File: src/rtl/mc_mv_pkg.sv
// Shared constants and FSM encoding for the MC motion-vector RAM controller.
package mc_mv_pkg;

  localparam int MC_MV_WORD_W = 20;
  localparam int MC_MV_ADDR_W = 8;

  // Packed MV word layout: {mv_x[9:0], mv_y[9:0]}
  localparam int MC_MV_COMP_W = 10;
  localparam int MC_MV_Y_LSB  = 0;
  localparam int MC_MV_X_LSB  = 10;

  typedef enum logic {
    ST_IDLE = 1'b0,
    ST_CLR  = 1'b1
  } mc_mv_state_t;

endpackage

File: src/rtl/mc_mv_arb.sv
// Read-priority arbiter with write anti-starvation: after RD_BURST_MAX reads
// granted while a write waits, the write is forced through.
module mc_mv_arb #(
  parameter int RD_BURST_MAX = 4
) (
  input  logic clk,
  input  logic rst_n,
  input  logic idle,
  input  logic rd_val,
  input  logic wr_val,
  output logic rd_rdy,
  output logic wr_rdy,
  output logic rd_gnt,
  output logic wr_gnt
);

  localparam int CNT_W = $clog2(RD_BURST_MAX + 1);

  logic [CNT_W-1:0] burst_cnt;
  logic             starve_full;

  assign starve_full = (burst_cnt == CNT_W'(RD_BURST_MAX));
  assign rd_rdy      = idle & ~(wr_val & starve_full);
  assign wr_rdy      = idle & (~rd_val | starve_full);
  assign rd_gnt      = rd_val & rd_rdy;
  assign wr_gnt      = wr_val & wr_rdy;

  // Counts reads that overtook a waiting write; saturates at RD_BURST_MAX.
  always_ff @(posedge clk or negedge rst_n) begin
    if (!rst_n) begin
      burst_cnt <= '0;
    end else if (!wr_val || wr_gnt) begin
      burst_cnt <= '0;
    end else if (rd_gnt && !starve_full) begin
      burst_cnt <= burst_cnt + 1'b1;
    end
  end

endmodule

File: src/rtl/mc_mv_ram_ctrl.sv
// Access controller for the 20x256 single-port MV SRAM. Optional zero-fill
// sweep between LCUs is built when MC_MV_RAM_CLR_EN is defined.
module mc_mv_ram_ctrl
  import mc_mv_pkg::*;
#(
  parameter int WORD_W       = MC_MV_WORD_W,
  parameter int ADDR_W       = MC_MV_ADDR_W,
  parameter int RD_BURST_MAX = 4
) (
  input  logic              clk,
  input  logic              rst_n,
  input  logic              wr_val_i,
  output logic              wr_rdy_o,
  input  logic [ADDR_W-1:0] wr_idx_i,
  input  logic [WORD_W-1:0] wr_dat_i,
  input  logic              rd_val_i,
  output logic              rd_rdy_o,
  input  logic [ADDR_W-1:0] rd_idx_i,
  output logic [WORD_W-1:0] rd_dat_o,
  output logic              rd_dat_val_o,
  input  logic              clr_i,
  output logic              busy_o,
  output logic              clr_done_o,
  output logic              ram_cen_o,
  output logic              ram_oen_o,
  output logic              ram_wen_o,
  output logic [ADDR_W-1:0] ram_addr_o,
  output logic [WORD_W-1:0] ram_dat_o,
  input  logic [WORD_W-1:0] ram_dat_i
);

  logic              idle;
  logic              rd_gnt;
  logic              wr_gnt;
  logic              rd_dat_val_reg;
  logic [ADDR_W-1:0] sweep_addr;

  mc_mv_arb #(.RD_BURST_MAX(RD_BURST_MAX)) u_arb (
    .clk    (clk),
    .rst_n  (rst_n),
    .idle   (idle),
    .rd_val (rd_val_i),
    .wr_val (wr_val_i),
    .rd_rdy (rd_rdy_o),
    .wr_rdy (wr_rdy_o),
    .rd_gnt (rd_gnt),
    .wr_gnt (wr_gnt)
  );

`ifdef MC_MV_RAM_CLR_EN
  mc_mv_state_t      state_reg, state_next;
  logic [ADDR_W-1:0] clr_addr_reg;
  logic              clr_done_reg;
  logic              clr_last;

  assign clr_last = (clr_addr_reg == '1);

  always_ff @(posedge clk or negedge rst_n) begin
    if (!rst_n) begin
      state_reg    <= ST_IDLE;
      clr_addr_reg <= '0;
      clr_done_reg <= 1'b0;
    end else begin
      state_reg    <= state_next;
      clr_done_reg <= (state_reg == ST_CLR) && clr_last;
      clr_addr_reg <= (state_reg == ST_CLR) ? clr_addr_reg + 1'b1 : '0;
    end
  end

  always_comb begin
    state_next = state_reg;
    case (state_reg)
      ST_IDLE: if (clr_i)    state_next = ST_CLR;
      ST_CLR:  if (clr_last) state_next = ST_IDLE;
      default:               state_next = ST_IDLE;
    endcase
  end

  assign idle       = (state_reg == ST_IDLE);
  assign busy_o     = (state_reg == ST_CLR);
  assign clr_done_o = clr_done_reg;
  assign sweep_addr = clr_addr_reg;
`else
  logic unused_clr;
  assign unused_clr = clr_i;
  assign idle       = 1'b1;
  assign busy_o     = 1'b0;
  assign clr_done_o = 1'b0;
  assign sweep_addr = '0;
`endif

  // The sweep owns the port outright; otherwise at most one grant is live.
  always_comb begin
    ram_cen_o  = 1'b1;
    ram_wen_o  = 1'b1;
    ram_addr_o = rd_idx_i;
    ram_dat_o  = wr_dat_i;
    if (busy_o) begin
      ram_cen_o  = 1'b0;
      ram_wen_o  = 1'b0;
      ram_addr_o = sweep_addr;
      ram_dat_o  = '0;
    end else if (rd_gnt) begin
      ram_cen_o  = 1'b0;
    end else if (wr_gnt) begin
      ram_cen_o  = 1'b0;
      ram_wen_o  = 1'b0;
      ram_addr_o = wr_idx_i;
    end
  end

  always_ff @(posedge clk or negedge rst_n) begin
    if (!rst_n) rd_dat_val_reg <= 1'b0;
    else        rd_dat_val_reg <= rd_gnt;
  end

  assign ram_oen_o    = 1'b0;
  assign rd_dat_o     = ram_dat_i;
  assign rd_dat_val_o = rd_dat_val_reg;

endmodule

File: config.mk
export PLATFORM = sky130hd
export DESIGN_NAME = mc_mv_ram_ctrl
export DESIGN_NICKNAME = d
export VERILOG_FILES = /design/src/rtl/mc_mv_pkg.sv /design/src/rtl/mc_mv_arb.sv /design/src/rtl/mc_mv_ram_ctrl.sv
export SDC_FILE = /design/constraint.sdc
export NUM_CORES = 1
export LEC_CHECK = 0
export BUFFER_PORTS_ARGS = -buffer_cell sky130_fd_sc_hd__buf_2
export CORE_UTILIZATION = 24
export CTS_CLUSTER_SIZE = 8
export DETAILED_ROUTE_END_ITERATION = 6
export HOLD_SLACK_MARGIN = 0.12
export PLACE_DENSITY_LB_ADDON = 0.15
export REMOVE_ABC_BUFFERS = 1
export SLEW_MARGIN = 20
export SYNTH_ARGS = -nofsm -noshare
export SYNTH_HDL_FRONTEND = slang
export SYNTH_SLANG_ARGS = --single-unit
File: constraint.sdc
create_clock -name clk -period 1.35 [get_ports clk]
set_input_delay 0.135 -clock clk [delete_from_list [all_inputs] [get_ports clk]]
set_output_delay 0.135 -clock clk [all_outputs]
set_load 0.05 [all_outputs]
==> flow_summary.json <==
{
  "status": "finished with violations",
  "violations": "setup timing",
  "syn_area_um2": 672,
  "synth.top_cell.area_share_pct": 48.0,
  "insertion_delay_ps": 230,
  "die_w_um": 54.9,
  "min_path_type": "in -> reg",
  "floorplan.initialDensity_pct": 26.2,
  "fin_area_um2": 766,
  "worstPathArrival_ps": 1600,
  "synth_adder_area_share_pct": 3.72,
  "finalSetupViolCount": 11,
  "finalHoldViolCount": 0,
  "cts-root-buf": "clkbuf_4",
  "switching_share_pct": 37.8,
  "cpPeakStageDelay_ps": 350,
  "cts_tree": "built",
  "synthFlopType": "dfrtp_1",
  "finalNetCount": 142,
  "grt_util_all_layers_pct": 18.7,
  "crit_path_start_kind": "flip-flop",
  "dpl_cell_area_um2": 584,
  "final_util_pct": 29.8,
  "drc_errors": 0,
  "syn_inst": 72,
  "fin_skew_ps": 1.30,
  "seq_area_frac_synth_pct": 14.9,
  "slowest_stage": "dfrtp_1",
  "vias_per_cell": 4.29,
  "synth.avg_cell_area_um2": 9.33,
  "cts_buffer_depth": 2,
  "gp_congestion": 0.701,
  "port_buffers": 32,
  "synth_cell_types": 15,
  "yosysMostFrequentCell": "buf_4",
  "wire_per_inst_um": 27.8,
  "crit_chain": "inv_2, ha_4, a21bo_4, nand2_4, mux2_4, buf_8",
  "endpoint_kind": "primary output",
  "layout.area.seq_um2": 100,
  "maxCapViolations": 0,
  "slew_viol_final": 0,
  "cts.sinks": 4,
  "postRouteAntennaNets": 0,
  "ys_async_sr_fraction_pct": 100,
  "hpwlAfterDp_um": 2570,
  "grt_pass1_wl_um": 3280,
  "ir_drop_v": 0.000336,
  "leakagePower_uw": 0.000408,
  "power_frac_seq_pct": 22.4,
  "num_rows": 18,
  "grt_max_degree": 7,
  "clk_pin_slew_worst_paths_ps": 40,
  "power_density_nw_per_um2": 743,
  "fin_crit_sh_pct": 128,
  "required_ps": 1220,
  "critPathBufInv": 2,
  "synth_largest_area_cell": "buf_4",
  "pwr-share-clk_pct": 25.3,
  "p_int_uw": 354,
  "dieArea_um2": 3020,
  "antennaDiodeCount": 0,
  "drive_gt1_share_pct": 75.3,
  "crit_fanout": 4,
  "synth_compound_area_share_pct": 2.42,
  "areaGrowthSynthToFinish_pct": 14.0,
  "vias": 459,
  "grt_pass1_vias": 381,
  "rsz0062_at_grt": "true",
  "max_freq_mhz": 578,
  "crit_type": "reg -> out",
  "antenna_found_initial": 0,
  "htreeDepth": 1,
  "tns_ps": -3500,
  "p_comb_share_pct": 52.3,
  "synth_common_cells": "43 x buf_4, 8 x mux2_4, 4 x dfrtp_1",
  "io_pins": 117,
  "coreArea_um2": 2570,
  "synth-simple-area-share_pct": 9.87,
  "min_period_ps": 1730,
  "switchingPower_uw": 215,
  "cts_made_buffers": 3,
  "setup_ws_ps": -380,
  "overflow": 0,
  "ys_top_cells_by_area": "buf_4 48%, mux2_4 18%, dfrtp_1 15%, ha_1 3.7%, nand2_8 3.0%",
  "die_height_um": 54.9,
  "first_pass_iters": 3,
  "fillerInstances": 279,
  "cpLargestDelayFamily": "flip-flops",
  "dr.first_iter.drc_count": 5,
  "synth_warnings": 0,
  "synth_top_family_by_area": "buffers and inverters",
  "synth-xor-area-share_pct": 0,
  "routed_wl_um": 2970,
  "multi_input_area_um2": 273,
  "synth-seq-cells": 4,
  "synth_edf_count": 0,
  "muxShareOfSynthArea_pct": 19.4
}
==> metal layers <==
layer  global-route usage [%]  vias up  share of wire, %
met5                        0        -                 0
met4                     7.50        0              0.47
met3                     26.2        2                32
met2                     24.7       58                43
met1                     15.1      203                24
li1                         -      196                 -
==> tightest hold or removal path, stage by stage <==
cell	delay, ps
buf_2	90
buf_4	110
and2_1	110
==> power groups by stage <==
stage	Clock [uW]	Sequential, uW	Combinational, uW
final	144	127	298
after global routing	162	128	314
after CTS	153	127	278
after detailed placement	0	128	236
after global placement	0	128	236
after floorplan	0	134	164
==> cell type report <==
type,count,area share [%]
multi-input combinational,26,35.6
clock buffer,3,2.94
tap,30,4.90
timing repair buffer,42,42.5
inverter,2,0.980
sequential,4,13.1
==> worst paths after layout <==
path,slack (ps),to,startpoint,depth (start not counted)
max reg2reg,180,rd_dat_val_o$_DFF_PN0_,u_arb.burst_cnt[0]$_DFFE_PN0P_,6
max in group asynchronous,960,u_arb.burst_cnt[1]$_DFFE_PN0P_,rst_n,2
max,-380,ram_addr_o[4],u_arb.burst_cnt[0]$_DFFE_PN0P_,6
min,250,rd_dat_val_o$_DFF_PN0_,rd_val_i,3
min in group asynchronous,270,u_arb.burst_cnt[0]$_DFFE_PN0P_,rst_n,2
min reg2reg,550,u_arb.burst_cnt[0]$_DFFE_PN0P_,u_arb.burst_cnt[0]$_DFFE_PN0P_,2
==> metrics by stage <==
step / total power (uW) / cells / setup slack, ps / hold slack [ps]
after detailed placement: 364 / 97 / -248 / -56.3
after CTS: 557 / 103 / -409 / 241
after global placement: 364 / 97 / -246 / -53.9
after floorplan: 298 / 31 / -284 / -161
final: 569 / 107 / -380 / 246
after global routing: 605 / 107 / -452 / 253
==> flip-flops by register name, summed over array words and instances (netlist names) <==
name,flops
rd_dat_val_o,1
u_arb.burst_cnt,3
==> cells in the final DEF, fill, tap and decap left out <==
cell type      instances
buf_2                 21
buf_6                 10
mux2_4                 8
buf_4                  7
dfrtp_1                4
nor2_1                 3
conb_1                 3
clkbuf_4               3
buf_8                  3
inv_2                  2
nand2_1                2
a21bo_4                1
nand3_1                1
and2_1                 1
nand2_8                1
and4_1                 1
nor3b_1                1
mux2i_1                1
ha_4                   1
ha_1                   1
nand2_4                1
dlygate4sd3_1          1
==> logic make-up (layout without fill, tap and decap cells) <==
logic type      Yosys count  count (layout)
compound gates            1               1
fa+ha+maj                 2               2
buf+inv                  45              47
simple gates             10              11
flops                     4               4
mux                       9               9
other cells               1               3
==> what timing repair did <==
action | in CTS | in global routing
cloned | 1 | 0
pin swaps | 3 | 2
hold buffers | 1 | 0
endpoints found under the hold margin | 4 | 0
gates resized for setup | 22 | 10
setup buffers | 1 | 4
endpoints found under the setup margin | 11 | 11
(Power assumes the default switching activity.)
